[src/rtl/vga_pkg.sv]
// Shared VGA timing constants (XGA 1024x768 @ 60 Hz) and decode helpers.
// Used by the timing generator and by the downstream drawing stages.
package vga_pkg;

    localparam int CW = 11;

    localparam int H_ACTIVE_DEF = 1024;
    localparam int H_FP_DEF     = 24;
    localparam int H_SYNC_DEF   = 136;
    localparam int H_BP_DEF     = 160;
    localparam int H_TOTAL_DEF  = H_ACTIVE_DEF + H_FP_DEF + H_SYNC_DEF + H_BP_DEF;

    localparam int V_ACTIVE_DEF = 768;
    localparam int V_FP_DEF     = 3;
    localparam int V_SYNC_DEF   = 6;
    localparam int V_BP_DEF     = 29;
    localparam int V_TOTAL_DEF  = V_ACTIVE_DEF + V_FP_DEF + V_SYNC_DEF + V_BP_DEF;

    // Half-open window test: lo <= c < hi
    function automatic logic in_window(input logic [CW-1:0] c,
                                       input logic [CW-1:0] lo,
                                       input logic [CW-1:0] hi);
        return (c >= lo) && (c < hi);
    endfunction

endpackage

[src/rtl/vga_counter.sv]
// Modulo-N up-counter with enable; exposes the next count so callers can
// decode flags that line up with the registered count.
module vga_counter #(
    parameter int N = 1344,
    parameter int W = 11
) (
    input  logic         pclk,
    input  logic         rst,
    input  logic         en,
    output logic [W-1:0] count,
    output logic [W-1:0] count_next,
    output logic         wrap
);

    localparam logic [W-1:0] LAST = W'(N - 1);

    // Terminal compare happens before the increment so count never reaches N.
    always_comb begin
        wrap       = (count == LAST);
        count_next = count;
        if (en) begin
            count_next = wrap ? '0 : count + W'(1);
        end
    end

    always_ff @(posedge pclk or posedge rst) begin
        if (rst) begin
            count <= '0;
        end else begin
            count <= count_next;
        end
    end

endmodule

[src/rtl/vga_timing_gen.sv]
// VGA raster timing: pixel/line counters, sync and blank flags, frame pulse
// and frame counter. Every output is a flop.
module vga_timing_gen
    import vga_pkg::*;
#(
    parameter int H_ACTIVE = H_ACTIVE_DEF,
    parameter int H_FP     = H_FP_DEF,
    parameter int H_SYNC   = H_SYNC_DEF,
    parameter int H_BP     = H_BP_DEF,
    parameter int V_ACTIVE = V_ACTIVE_DEF,
    parameter int V_FP     = V_FP_DEF,
    parameter int V_SYNC   = V_SYNC_DEF,
    parameter int V_BP     = V_BP_DEF
) (
    input  logic          pclk,
    input  logic          rst,
    input  logic          en,
    output logic [10:0]   hcount_out,
    output logic [10:0]   vcount_out,
    output logic          hsync_out,
    output logic          hblnk_out,
    output logic          vsync_out,
    output logic          vblnk_out,
    output logic          frame_start,
    output logic [15:0]   frame_cnt
);

    localparam int H_TOTAL = H_ACTIVE + H_FP + H_SYNC + H_BP;
    localparam int V_TOTAL = V_ACTIVE + V_FP + V_SYNC + V_BP;

    localparam logic [CW-1:0] HA  = CW'(H_ACTIVE);
    localparam logic [CW-1:0] HSS = CW'(H_ACTIVE + H_FP);
    localparam logic [CW-1:0] HSE = CW'(H_ACTIVE + H_FP + H_SYNC);
    localparam logic [CW-1:0] HT  = CW'(H_TOTAL);
    localparam logic [CW-1:0] VA  = CW'(V_ACTIVE);
    localparam logic [CW-1:0] VSS = CW'(V_ACTIVE + V_FP);
    localparam logic [CW-1:0] VSE = CW'(V_ACTIVE + V_FP + V_SYNC);
    localparam logic [CW-1:0] VT  = CW'(V_TOTAL);

    logic [CW-1:0] h_next;
    logic [CW-1:0] v_next;
    logic          h_wrap;
    logic          v_wrap;
    logic          v_en;
    logic          frame_wrap;

    assign v_en       = en & h_wrap;
    assign frame_wrap = en & h_wrap & v_wrap;

    vga_counter #(.N(H_TOTAL), .W(CW)) u_hcnt (
        .pclk       (pclk),
        .rst        (rst),
        .en         (en),
        .count      (hcount_out),
        .count_next (h_next),
        .wrap       (h_wrap)
    );

    vga_counter #(.N(V_TOTAL), .W(CW)) u_vcnt (
        .pclk       (pclk),
        .rst        (rst),
        .en         (v_en),
        .count      (vcount_out),
        .count_next (v_next),
        .wrap       (v_wrap)
    );

    // Flags decode the next counts so they land in the same cycle as the counts.
    always_ff @(posedge pclk or posedge rst) begin
        if (rst) begin
            hblnk_out <= 1'b0;
            hsync_out <= 1'b0;
            vblnk_out <= 1'b0;
            vsync_out <= 1'b0;
        end else begin
            hblnk_out <= in_window(h_next, HA, HT);
            hsync_out <= in_window(h_next, HSS, HSE);
            vblnk_out <= in_window(v_next, VA, VT);
            vsync_out <= in_window(v_next, VSS, VSE);
        end
    end

    always_ff @(posedge pclk or posedge rst) begin
        if (rst) begin
            frame_start <= 1'b0;
            frame_cnt   <= '0;
        end else begin
            frame_start <= frame_wrap;
            if (frame_wrap) begin
                frame_cnt <= frame_cnt + 16'd1;
            end
        end
    end

endmodule

[config.mk]
export PLATFORM = sky130hd
export DESIGN_NAME = vga_timing_gen
export DESIGN_NICKNAME = d
export VERILOG_FILES = /design/src/rtl/vga_pkg.sv /design/src/rtl/vga_counter.sv /design/src/rtl/vga_timing_gen.sv
export SDC_FILE = /design/constraint.sdc
export NUM_CORES = 1
export LEC_CHECK = 0
export ABC_AREA = 1
export CAP_MARGIN = 25
export CELL_PAD_IN_SITES_DETAIL_PLACEMENT = 0
export CELL_PAD_IN_SITES_GLOBAL_PLACEMENT = 1
export CORE_UTILIZATION = 35
export CTS_CLUSTER_DIAMETER = 30
export CTS_CLUSTER_SIZE = 8
export DETAILED_ROUTE_END_ITERATION = 7
export GPL_TIMING_DRIVEN = 0
export PLACE_DENSITY = 0.82
export SLEW_MARGIN = 10
export SYNTH_ARGS = -nofsm -noshare
export SYNTH_HDL_FRONTEND = slang
export SYNTH_SLANG_ARGS = --single-unit
[constraint.sdc]
create_clock -name pclk -period 1.6 [get_ports pclk]
set_input_delay 0.32 -clock pclk [delete_from_list [all_inputs] [get_ports pclk]]
set_output_delay 0.32 -clock pclk [all_outputs]
set_load 0.1 [all_outputs]
==> metrics.cfg, run 1 <==
[synthesis]
synth-main-ff-cell = dfrtp_1
synth_xor_area_frac = 0.07564
syn-cell-area_sq_um = 2547
synth_warnings = 0
yosys-top-cells-area = dfrtp_1, nand2_1, inv_1
synth_nets = 332
synthArstFlopShare = 1.000
synth_simple_gate_area_share = 0.3694
synth_top_family_by_area = simple AND/OR/NAND/NOR gates
synth_compound_area_frac = 0.03094
ys_types = 32
ys_ff_latch = 43
synth_area_per_cell_sq_um = 7.838
synth_top_area_frac = 0.4224
synthCells = 325
synth-seq-area-share = 0.4224
synth_edf_count = 0
synth_most_common_cell = nand2_1
synth_fa_ha_area_frac = 0.01965
ys_top_cells_by_count = nand2_1, inv_1, dfrtp_1, nor2_1, nand3_1
synthMuxAreaShare = 0
yosysTopAreaCell = dfrtp_1

[floorplanning]
design.core.area_sq_um = 6907
io_pins = 46
die_y_um = 87.32
start_util = 0.3688
die_area_sq_um = 7624
placementRows = 30
die_x_um = 87.32

[global_route]
grt-busiest-layer = met2
met3_usage = 0.02749
use_met2 = 0.2990
grt_usage = 0.1800
grt_start_max_net_pins = 37
grt_util_met1 = 0.2356
overflow = 0
antenna_found_initial = 0
grt_pass1_vias = 2310
grt_pass1_wl_um = 10630

[finish]
nNetsFinal = 405
layout-drive-gt1-share = 0.4737
instances_no_fill = 495
post-route-util = 0.5322
area_growth_pct = 44.30
postLayoutCellArea_sq_um = 3676
n_antenna_cell = 0

[pwr]
p_leak_nw = 1.678
p_switching_mw = 1.395
intPower_mw = 1.965
ir_worst_vdd_v = 0.0004605
switching_share = 0.4152
power_density_nw_per_um2 = 914.1
seq_power_share = 0.388
power_mw = 3.360
combPwrFrac = 0.346
clockPowerShare = 0.265

[timing]
tightest_slew_ps = 543.3
fmax_ghz = 0.5318
fin_crit_ps = 1881
drv_slew = 0
fin_ws_ps = -280.6
fin_crit_sh = 1.175
skew_ps = 3.638
hold_viol = 0
setup_viol = 17
slew_headroom = 0.6395
holdWs_ps = 245.9
rsz0062_at_grt = true

[critical_path]
slowest_stage = dfrtp_4
endpoint_kind = flop
path_delay_family = simple AND/OR/NAND/NOR gates
path_buf_inv = 1
cpMostUsedCell = nand3_4
slowest_delay_ps = 520
criticalPathCategory = flop to flop
r2r_cells = 10
r2r_setup_slack_ps = -280
crit_chain = inv_4 -> ha_4 -> nand2_4 -> nor2_4 -> nand3_4 -> nor2_8 -> nand3_4 -> nor3_4 -> nand3_2 -> xor2_1
crit_fanout = 3
setup.worst_path.start_class = flop
timing.rr.end = frame_cnt[7]
required_ps = 1780
crit_arrival_ps = 2070
reg2reg_from = u_vcnt.count[1]

[cts]
cts_tree = built
cts_root_buf = clkbuf_8
cts.sink_count = 43
clk_latency_ps = 300
cts_buffer_depth = 2
h-tree-depth = 2
clk_pin_slew_ps = 80
cts_buffers = 5
cts_hold_buf = 0

[run_status]
violations = setup timing
status = finished, violations left

[place]
post_dp_cell_area_sq_um = 3288
place.gp.congestion = 0.8151
dp_hpwl_um = 4509
portBuffers = 44
place_inst = 466

[flow_run]
drv_cap = 0

[routing]
via_per_inst = 4.638
final_antenna_net_count = 0
drt-initial-drc-count = 78
via_count = 2296
routed_wl_um = 6445
firstDrtPassIters = 4
wire_per_inst_um = 13.02
drcViolationCount = 0

[min_path]
hold_path.class = input port to asynchronous set/reset pin

-- registers in the layout, indices dropped and copies added (netlist names) --
| register | cells |
|---|---|
| vsync_out | 1 |
| vblnk_out | 1 |
| frame_start | 1 |
| frame_cnt | 16 |
| hblnk_out | 1 |
| u_vcnt.count | 11 |
| u_hcnt.count | 11 |
| hsync_out | 1 |
-- worst register-to-register path: stages, from the launching register on --
cell and delay, ps:
dfrtp_4 520, inv_4 80, ha_4 140, nand2_4 50
nor2_4 170, nand3_4 120, nor2_8 120, nand3_4 80
nor3_4 250, nand3_2 100, xor2_1 150
-- placed cells by master (no fill, tap or decap), types with 6 or more instances in the layout --
cell             instances
clkbuf_8                 6
buf_4                   17
dfrtp_4                 14
inv_1                   39
clkdlybuf4s15_2          8
inv_2                    9
dfrtp_2                 23
nor2_1                  23
nor3_1                   6
dfrtp_1                  6
buf_2                   27
xor2_1                  17
nor2_4                  11
nand3_1                 21
nand2_2                 10
nand2_1                 78
nor2_2                   8
buf_6                    9
nand3_4                  6
-- routing by layer --
layer  vias to the layer above  share of wire
li1                       1162              -
met1                      1087           0.45
met2                        38           0.50
met3                         9          0.028
met4                         0          0.018
met5                         -              0
-- layout make-up --
type / instances / area [sq um]
Clock buffer: 6 / 82.58
Timing Repair Buffer: 66 / 505.5
Inverter: 50 / 195.2
Sequential cell: 43 / 1157
Clock inverter: 2 / 35.03
Multi-Input combinational cell: 230 / 1562
Fill cell: 656 / 3231
Tap cell: 96 / 120.1
Buffer: 2 / 18.77
-- how the worst max path moves through the flow --
stage | end | start | slack, ps | depth (start not counted)
finish | frame_cnt[7] | u_vcnt.count[1] | -280 | 10
global route | vsync_out | u_hcnt.count[0] | -370 | 12
CTS | frame_cnt[14] | u_vcnt.count[1] | -260 | 11
detailed placement | frame_cnt[7] | u_hcnt.count[7] | -360 | 9
global placement | u_vcnt.count[4] | rst | -930 | 2
floorplan | frame_cnt[7] | u_hcnt.count[1] | -390 | 11
-- cells by family after synthesis --
kind of cell | Yosys count
and+or+nand+nor | 190
DFF | 43
adders and majority gates | 4
AOI/OAI and AO/OA | 14
buffers and inverters | 52
xor gates and xnor gates | 22
-- through the flow --
stage / setup TNS [ps] / setup slack, ps
6_report: -3305 / -280.6
5_1_grt: -4890 / -374.0
4_1_cts: -2588 / -264.5
3_5_place_dp: -13420 / -356.8
3_3_place_gp: -48830 / -928.8
2_1_floorplan: -3803 / -388.1
-- what timing repair did --
action | 4_1_cts | 5_1_grt
pin swaps | 16 | 16
buffers inserted | 16 | 5
setup endpoints to repair | 60 | 35
resized for setup | 220 | 48
cloned | 1 | 0
-- power groups by stage --
stage,Combinational [mW],Clock [mW],Sequential (mW)
2_1_floorplan,0.285,0,1.87
3_3_place_gp,1.06,0,1.33
3_5_place_dp,1.08,0,1.34
4_1_cts,1.14,0.920,1.30
5_1_grt,1.23,0.980,1.32
6_report,1.16,0.892,1.30
(Power assumes the default switching activity.)
==> run 2: changes to the inputs <==
--- a/config.mk
+++ b/config.mk
@@ -6,7 +6,7 @@
 export NUM_CORES = 1
 export LEC_CHECK = 0
 export ABC_AREA = 1
-export CAP_MARGIN = 25
+export CAP_MARGIN = 20
 export CELL_PAD_IN_SITES_DETAIL_PLACEMENT = 0
 export CELL_PAD_IN_SITES_GLOBAL_PLACEMENT = 1
 export CORE_UTILIZATION = 35
==> results of run 2 <==
Final layout, timing and power as in run 1 (identical DEF).
